**src/rtl/tatsujin_pkg.sv**
```systemverilog
// Shared types and constants for the tatsujin chart playback path.
package tatsujin_pkg;

    // Sequencer state; encodings are visible on the note_sequencer state port.
    typedef enum logic [1:0] {
        IDLE  = 2'd0,
        PLAY  = 2'd1,
        PAUSE = 2'd2,
        DONE  = 2'd3
    } seq_state_t;

    // Lane indices into the lane-packed buses.
    localparam int LANE_BLUE   = 0;
    localparam int LANE_YELLOW = 1;
    localparam int LANE_RED    = 2;

endpackage

```
**src/rtl/lane_shift_reg.sv**
```systemverilog
// One note lane: SONG_LEN-bit chart storage with serial load, step shift and
// look-ahead window. Bit SONG_LEN-1 is the head column.
module lane_shift_reg #(
    parameter int SONG_LEN = 100,
    parameter int WINDOW   = 26
) (
    input  logic              clock,
    input  logic              reset,
    input  logic              flush,
    input  logic              load_en,
    input  logic              load_bit,
    input  logic              step_en,
    input  logic              loop_mode,
    output logic [WINDOW-1:0] window,
    output logic              head
);

    logic [SONG_LEN-1:0] notes;
    logic                fill_bit;

    // Fill for the vacated tail column: the departing head when looping, else empty.
    always_comb begin
        fill_bit = loop_mode & notes[SONG_LEN-1];
    end

    // Chart storage: zeroed on reset/flush, shifted by loads and by steps.
    always_ff @(posedge clock) begin
        // NOTE: the storage is a plain register, so it is zeroed on reset like any other state.
        if (reset || flush) begin
            notes <= '0;
        end else if (load_en) begin
            notes <= {notes[SONG_LEN-2:0], load_bit};
        end else if (step_en) begin
            notes <= {notes[SONG_LEN-2:0], fill_bit};
        end
    end

    assign head   = notes[SONG_LEN-1];
    assign window = notes[SONG_LEN-1 -: WINDOW];

endmodule

```
**src/rtl/note_sequencer.sv**
```systemverilog
// Chart sequencer: per-lane storage, playback FSM, position counter and hit mask.
// Window and head are combinational views of the lane storage after masking.
module note_sequencer
    import tatsujin_pkg::*;
#(
    parameter int NUM_LANES = 3,
    parameter int SONG_LEN  = 100,
    parameter int WINDOW    = 26,
    parameter int POS_W     = $clog2(SONG_LEN + 1)
) (
    input  logic                        clock,
    input  logic                        reset,
    input  logic                        clear,
    input  logic                        load_en,
    input  logic [NUM_LANES-1:0]        load_col,
    input  logic                        start,
    input  logic                        pause,
    input  logic                        loop_mode,
    input  logic                        step,
    input  logic [NUM_LANES-1:0]        clear_hit,
    output logic [NUM_LANES*WINDOW-1:0] window,
    output logic [NUM_LANES-1:0]        head,
    output logic [POS_W-1:0]            position,
    output logic [1:0]                  state,
    output logic                        done,
    output logic                        wrap
);

    seq_state_t           st;
    logic [NUM_LANES-1:0] hit_mask;
    logic                 load_shift;
    logic                 step_fire;
    logic                 last_col;
    logic                 finish;
    logic                 flush;

    // Decode this cycle's storage actions from state and controls.
    always_comb begin
        load_shift = (st == IDLE) && load_en && !clear;
        step_fire  = (st == PLAY) && step && !pause && !clear;
        last_col   = (position == POS_W'(SONG_LEN - 1));
        finish     = step_fire && last_col && !loop_mode;
        flush      = clear || finish;
    end

    for (genvar i = 0; i < NUM_LANES; i++) begin : g_lane
        logic [WINDOW-1:0] lane_win;
        logic              lane_head;

        lane_shift_reg #(
            .SONG_LEN (SONG_LEN),
            .WINDOW   (WINDOW)
        ) u_lane (
            .clock     (clock),
            .reset     (reset),
            .flush     (flush),
            .load_en   (load_shift),
            .load_bit  (load_col[i]),
            .step_en   (step_fire),
            .loop_mode (loop_mode),
            .window    (lane_win),
            .head      (lane_head)
        );

        assign window[i*WINDOW +: WINDOW] =
            lane_win & ~(WINDOW'(hit_mask[i]) << (WINDOW - 1));
        assign head[i] = lane_head & ~hit_mask[i];
    end

    // Playback FSM with position counter, hit mask and done/wrap flags.
    always_ff @(posedge clock) begin
        // NOTE: sequential state uses non-blocking assignments so every register sees pre-edge values.
        if (reset || clear) begin
            st       <= IDLE;
            position <= '0;
            hit_mask <= '0;
            done     <= 1'b0;
            wrap     <= 1'b0;
        end else begin
            wrap <= 1'b0;
            case (st)
                IDLE: begin
                    if (start) begin
                        st       <= PLAY;
                        position <= '0;
                        hit_mask <= '0;
                    end
                end
                PLAY: begin
                    if (pause) begin
                        st       <= PAUSE;
                        hit_mask <= hit_mask | clear_hit;
                    end else if (step) begin
                        // A step moves a fresh column to the head, so any judgement is dropped.
                        hit_mask <= '0;
                        if (last_col) begin
                            if (loop_mode) begin
                                position <= '0;
                                wrap     <= 1'b1;
                            end else begin
                                position <= POS_W'(SONG_LEN);
                                st       <= DONE;
                                done     <= 1'b1;
                            end
                        end else begin
                            position <= position + POS_W'(1);
                        end
                    end else begin
                        hit_mask <= hit_mask | clear_hit;
                    end
                end
                PAUSE: begin
                    hit_mask <= hit_mask | clear_hit;
                    if (!pause) begin
                        st <= PLAY;
                    end
                end
                DONE: begin
                end
                default: st <= IDLE;
            endcase
        end
    end

    assign state = st;

endmodule
```
**config.mk**
```make
export PLATFORM = sky130hd
export DESIGN_NAME = note_sequencer
export DESIGN_NICKNAME = d
export VERILOG_FILES = /design/src/rtl/tatsujin_pkg.sv /design/src/rtl/lane_shift_reg.sv /design/src/rtl/note_sequencer.sv
export SDC_FILE = /design/constraint.sdc
export NUM_CORES = 1
export LEC_CHECK = 0
export ABC_AREA = 1
export CORE_UTILIZATION = 45
export DETAILED_ROUTE_END_ITERATION = 16
export GPL_TIMING_DRIVEN = 0
export PLACE_DENSITY = 0.66
export SKIP_LAST_GASP = 1
export SLEW_MARGIN = 20
export SYNTH_ARGS = -nofsm -noshare
export SYNTH_HDL_FRONTEND = slang
export SYNTH_SLANG_ARGS = --single-unit
```
**constraint.sdc**
```tcl
create_clock -name clock -period 2.3 [get_ports clock]
set_clock_uncertainty 0.2 [all_clocks]
set_input_delay 0.46 -clock clock [delete_from_list [all_inputs] [get_ports clock]]
set_output_delay 0.46 -clock clock [all_outputs]
set_load 0.005 [all_outputs]
```
; Word-level counts from Yosys, hierarchy flattened
; Index checks and enable logic that the tools add are counted.
[totals]
ff_bits = 314
input_bits = 14
out_inout_bits = 92
wordCells = 86
[op_classes]
n_addsub = 1
eq_ne = 10
n_mux = 24
n_bitwise = 21
reduce_logical = 22
[op_table]
columns = op, count
row1 = $mux 100, 6
row2 = $and 26x26->26, 3
row3 = $not 26->26, 3
row4 = $mux 7, 5
row5 = $pmux 7 s2, 1
row6 = $mux 2, 6
row7 = $mux 3, 3
row8 = $ne 3x3->1 const B, 3
row9 = $pmux 3 s3, 1
row10 = $ne 2x2->1 const B, 4
row11 = $not 1->1, 8
row12 = $add 7x1->7 const B, 1
row13 = $eq 7x7->1 const B, 1
row14 = $logic_and 1x1->1, 7
row15 = $and 1x1->1, 6
row16 = $pmux 2 s3, 1
row17 = $reduce_and 6->1, 1
row18 = $reduce_and 5->1, 1
row19 = $reduce_or 5->1, 1
row20 = $reduce_and 4->1, 1
row21 = $reduce_bool 2->1, 2
row22 = $logic_not 1->1, 3
row23 = $logic_or 1x1->1, 3
row24 = $or 3x3->3, 1
row25 = 6 further kinds, 6

; Depth between registers and ports, before layout
[logic_depth]
ltp_word = 8
mapped_depth = 12
mapped_depth_nobuf = 11

; Hierarchy
; A second synthesis with hierarchy kept.
[unflattened]
hier_cells = 1577
area_unflattened_um2 = 12582.1
[by_module_without_submodules]
columns = module, n_inst, cells_per_inst, area_each_um2, seq_area_each_um2
row1 = lane_shift_reg, 3, 476, 3872.5, 2001.9
row2 = note_sequencer, 1, 149, 964.7, 280.3

; Worst setup path after synthesis
; Ideal clock, no wire load.
[synth_path]
kind = register to register
start = register st[0], in the netlist state[0]
end = register g_lane[1].u_lane.notes[64]
setup_ns = 0.070
t_arrival_ns = 1.583
required_time_ns = 2.030
path_slack_ns = 0.447
stages_incl_launch_ff = 10
path_buffers = 2
synth_period_minus_slack_ns = 1.853
cell_sequence = dfxtp_1 -> inv_1 -> ha_1 -> nand3_1 -> nand2_2 -> inv_2 -> buf_2 -> buf_2 -> nand2_1 -> a21oi_1
[synth_via]
elab_chain_len = 8
elab_cells_between_ends = 13
cone_classes = 1 x eq/ne / 1 x mux / 11 x reduce/logical
[synth_rtl]
columns = item, line_no
row1 = start: declaration, note_sequencer.sv:29  ; seq_state_t st;
row2 = start signal: assignment, note_sequencer.sv:74  ; st <= IDLE;
row3 = start signal: assignment, note_sequencer.sv:84  ; st <= PLAY;
row4 = start signal: assignment, note_sequencer.sv:91  ; st <= PAUSE;
row5 = $eq 2x1->1, note_sequencer.sv:40  ; step_fire = (st == PLAY) && step && !pause && !clear;
row6 = $logic_and 1x1->1 (3 in a row), note_sequencer.sv:40
row7 = $logic_and 1x1->1 (2 in a row), note_sequencer.sv:42  ; finish = step_fire && last_col && !loop_mode;
row8 = $logic_or 1x1->1, note_sequencer.sv:43  ; flush = clear || finish;
row9 = $logic_or 1x1->1, lane_shift_reg.sv:29  ; if (reset || flush) begin
row10 = end signal: assignment, lane_shift_reg.sv:32  ; notes <= {notes[SONG_LEN-2:0], load_bit};
row11 = end signal: assignment, lane_shift_reg.sv:34  ; notes <= {notes[SONG_LEN-2:0], fill_bit};
row12 = end: declaration, lane_shift_reg.sv:18  ; logic [SONG_LEN-1:0] notes;
; Parallel ways exist; a longest one is shown, timed or not.
; A chain may end at the register's enable or synchronous reset.

; Worst setup path in the final report
[layout_path]
start = register st[1], in the netlist state[1]
end = register g_lane[0].u_lane.notes[27]
[layout_via]
elab_chain_len = 8
elab_cells_between_ends = 13
cone_classes = 1 x eq/ne / 1 x mux / 11 x reduce/logical
[layout_rtl]
columns = item, line_no
row1 = $eq 2x1->1, note_sequencer.sv:40
row2 = $logic_and 1x1->1 (3 in a row), note_sequencer.sv:40
row3 = $logic_and 1x1->1 (2 in a row), note_sequencer.sv:42
row4 = $logic_or 1x1->1, note_sequencer.sv:43
row5 = $logic_or 1x1->1, lane_shift_reg.sv:29
row6 = end signal: assignment, lane_shift_reg.sv:32
row7 = end signal: assignment, lane_shift_reg.sv:34
row8 = end: declaration, lane_shift_reg.sv:18
; Parallel ways exist; a longest one is shown, timed or not.

==> implementation parameters <==
Parameter                              Value

Outcome
  Outcome    finished clean

Floorplanning
  Count of boundary I/O pins    around 110
  Initial Util    0.456
  Floorplan core area    26,000 um^2
  Horizontal extent of the die    164 um
  Die height    between 150 and 200 um
  Total die area    27,000 um^2
  Row Count    59

Critical path
  Cell with the largest stage delay on the worst path    dfxtp_1
  Launch point of the critical path    state[1]
  Category of the most critical setup path    flip-flop to flip-flop
  R2r worst-path depth    11
  Cell-by-cell listing of the critical path    inv_1, ha_2, inv_2, nor2_4, nand3_4, nor2_1, nand2_2, nand2_4, buf_4, buf_4, a21oi_1
  RR Startpoint    state[1]
  Most prevalent standard cell on the critical path    buf_4
  Worst R2R Setup Slack    0.09 ns
  Startpoint class of the critical path    flip-flop
  End point of the critical path    g_lane[0].u_lane.notes[27]
  Cell family with most CP delay    simple AND/OR/NAND/NOR gates
  Endpoint arrival time on the critical path    2.39 ns
  Capturing point of the worst reg2reg path    g_lane[0].u_lane.notes[27]
  WP buf/inv    4
  Worst Path Required    roughly 2.5 ns
  Biggest fanout along the worst timing path    10
  Stages on the worst setup path    11
  Largest stage delay, worst path    0.33 ns
  Capturing element type of the critical path    flip-flop

Pwr
  Leakage dissipation    between 5 and 6 nW
  Share of power burned in the clock network    0.475
  Fraction of power consumed by combinational cells    0.053
  Cell Int Power    9.02 mW
  Fraction of power consumed by sequential logic    0.472
  Power per cell area    slightly below 800 nW/um^2
  Pwr Total    roughly 12 mW
  Reported net switching power    2.52 mW
  VDD IR max    roughly 0.00059 V
  Sw Share    0.219

Layout
  Final core occ    0.563
  Antenna diodes    0
  Share of post-route cells with drive strength above 1    0.142
  P&R area growth vs syn    23.4%
  Count of nets after finishing    around 1,700

Timing
  Worst Slack Setup Final    0.0895 ns
  Highest clock rate    0.452 GHz
  Unrepaired setup endpoints after global routing    yes
  Final count of pins violating max slew    0
  Crit path time final    ~2.2 ns
  Finish-stage setup viols    0
  Final cycle utilization of the critical path    0.961
  Least-Margin Pin Slew    0.679 ns
  Worst relative slew slack    0.547
  Number of hold violations in the final report    0

Hold path
  Class of the worst hold path    flip-flop to flip-flop

Place
  Worst Setup Slack post-DPL    -0.545 ns
  Port Buffers    between 100 and 150
  GP Congestion    around 0.77
  Hpwl dp    15,700 um

Global route
  Largest net degree at the start of global routing    15
  Antenna violations before repair    0
  Via count of the first global-routing pass    approximately 8,500
  Wire length of the first global-routing pass    around 39,000 um
  Global route total overflow    0
  Combined global-route utilization of all metal layers    0.175

Logic synthesis
  Share of Yosys cell area claimed by the top area cell type    0.530
  Syn Inst Count    1,529
  Total nets after synthesis    between 1,500 and 2,000
  Part of the Yosys area used for sequential elements    0.530
  Average instance area after synthesis    approximately 7.8 um^2
  Number of warnings issued by yosys    0
  Largest area contributor in the synthesized netlist    dfxtp_1
  Top cells by area in the synthesized netlist    dfxtp_1 53%, nand2_1 20%, a21oi_1 13%
  Synth Cell Area    11,900 um^2
  Register bit total from synthesis    314
  Count of cell types in the netlist    20

Clocking
  Number of levels the H-tree was split into    2
  CTS max path bufs    3
  Clk sinks    314
  Clock buffer count from CTS    34
  Latest clock arrival within the worst-skew pair    0.50 ns
  Clk pin slew, worst setup/hold paths    0.06 ns
  Library cell used as clock root buffer    clkbuf_16
  CTS tree    done

Drt
  Vias after detailed routing    approximately 9,700
  Number of detailed-route iterations in the first pass    5
  Vias per inst    4.77
  Number of design rule violations left after detail routing    0
  Overall routed net length    between 20,000 and 25,000 um
  Mean routed wirelength per cell    11.8 um
  Violation count after the first detailed-routing iteration    slightly below 700
  Post-DRT Antenna Nets    0

Run
  Maxcap violations    0
## registers in the layout, indices dropped and copies added, names as in the netlist
register             flops
state                    2
wrap                     1
position                 7
done                     1
g_lane.u_lane.notes    300
hit_mask                 3
## layer usage
metal  up-vias  wire [um]  GRT usage
met1      4442      11600      0.236
li1       5075          -          -
met5         -          0          0
met2       135      11300      0.290
met4         0        399     0.0505
met3        30        687     0.0265
## cell families after synthesis
family | Yosys count | synth area share
and+or+nand+nor | 683 | 0.219
AOI/OAI and AO/OA | 321 | 0.137
DFF | 314 | 0.530
buffers and inverters | 206 | 0.109
adders and majority gates | 5 | 0.00528
## power groups by stage
stage	registers, mW	clock network [mW]	logic, mW
final	5.45	5.48	0.613
after global routing	5.45	5.83	0.673
after CTS	5.45	5.59	0.589
after detailed placement	5.57	0	0.581
after global placement	5.57	0	0.582
after floorplan	5.57	0	0.410
## synth_stat cells
master / count
a21o_1: 3
a21oi_1: 304
buf_2: 40
buf_4: 124
clkbuf_1: 11
dfxtp_1: 314
ha_1: 5
inv_1: 29
inv_2: 2
nand2_1: 642
nand2_2: 2
nand3_1: 9
nand3_2: 1
nand4_1: 2
nor2_1: 25
nor2_4: 1
nor3_1: 1
o21ai_0: 9
o21ai_1: 3
o21bai_1: 2
## placed cells by master, fill, tap and decap left out, drive strengths merged
cell type / count
o21ai: 12
nand3: 10
ha: 5
nand4: 2
buf: 140
dlymetal6s2s: 2
nor3: 1
bufinv: 3
nand2: 645
a21o: 3
inv: 32
clkbuf: 83
clkdlybuf4s50: 102
dlygate4sd2: 1
o21bai: 2
clkinv: 7
nor2: 26
dfxtp: 314
a21oi: 304
## worst reg2reg max path, cell delays in order, from the launching register on
cell and delay [ns]:
dfxtp_1 0.33, inv_1 0.11, ha_2 0.22, inv_2 0.07, nor2_4 0.14, nand3_4 0.14
nor2_1 0.14, nand2_2 0.13, nand2_4 0.14, buf_4 0.22, buf_4 0.20, a21oi_1 0.06
## cell type report
cell class                 count  area [um^2]
clock inverter                11          138
multi-input combinational   1010         4340
tap                          335          419
clock buffer                  47         1000
inverter                      31          119
timing repair buffer         106         1060
fill                        2410        11400
sequential                   314         6290
buffer                       175         1260
## stage by stage
step                      hold slack, ns  setup TNS, ns  cells  area, um^2
after floorplan                    0.239              0   1529       11900
after global placement             0.246        -126.04   1969       13300
after detailed placement           0.252        -130.59   1969       13300
after CTS                          0.250              0   2028       14500
after global routing               0.268          -4.64   2029       14600
final                              0.252              0   2029       14600
## what timing repair did
item | CTS | global route
hold buffers | 0 | 0
pin swaps | 1 | 1
gates resized for setup | 12 | 47
cloned | 0 | 1
setup buffers | 1 | 0
endpoints found under the setup margin | 296 | 292
## worst min path at each step
stage,slack (ns),from,to,cells past startpoint
after floorplan,0.24,g_lane[2].u_lane.notes[1],g_lane[2].u_lane.notes[1],2
after global placement,0.25,done,done,2
after detailed placement,0.25,g_lane[1].u_lane.notes[51],g_lane[1].u_lane.notes[52],2
after CTS,0.25,g_lane[0].u_lane.notes[11],g_lane[0].u_lane.notes[12],2
after global routing,0.27,g_lane[0].u_lane.notes[11],g_lane[0].u_lane.notes[12],2
final,0.25,g_lane[0].u_lane.notes[11],g_lane[0].u_lane.notes[12],2
Note: power is estimated with default switching activity, not from simulation.
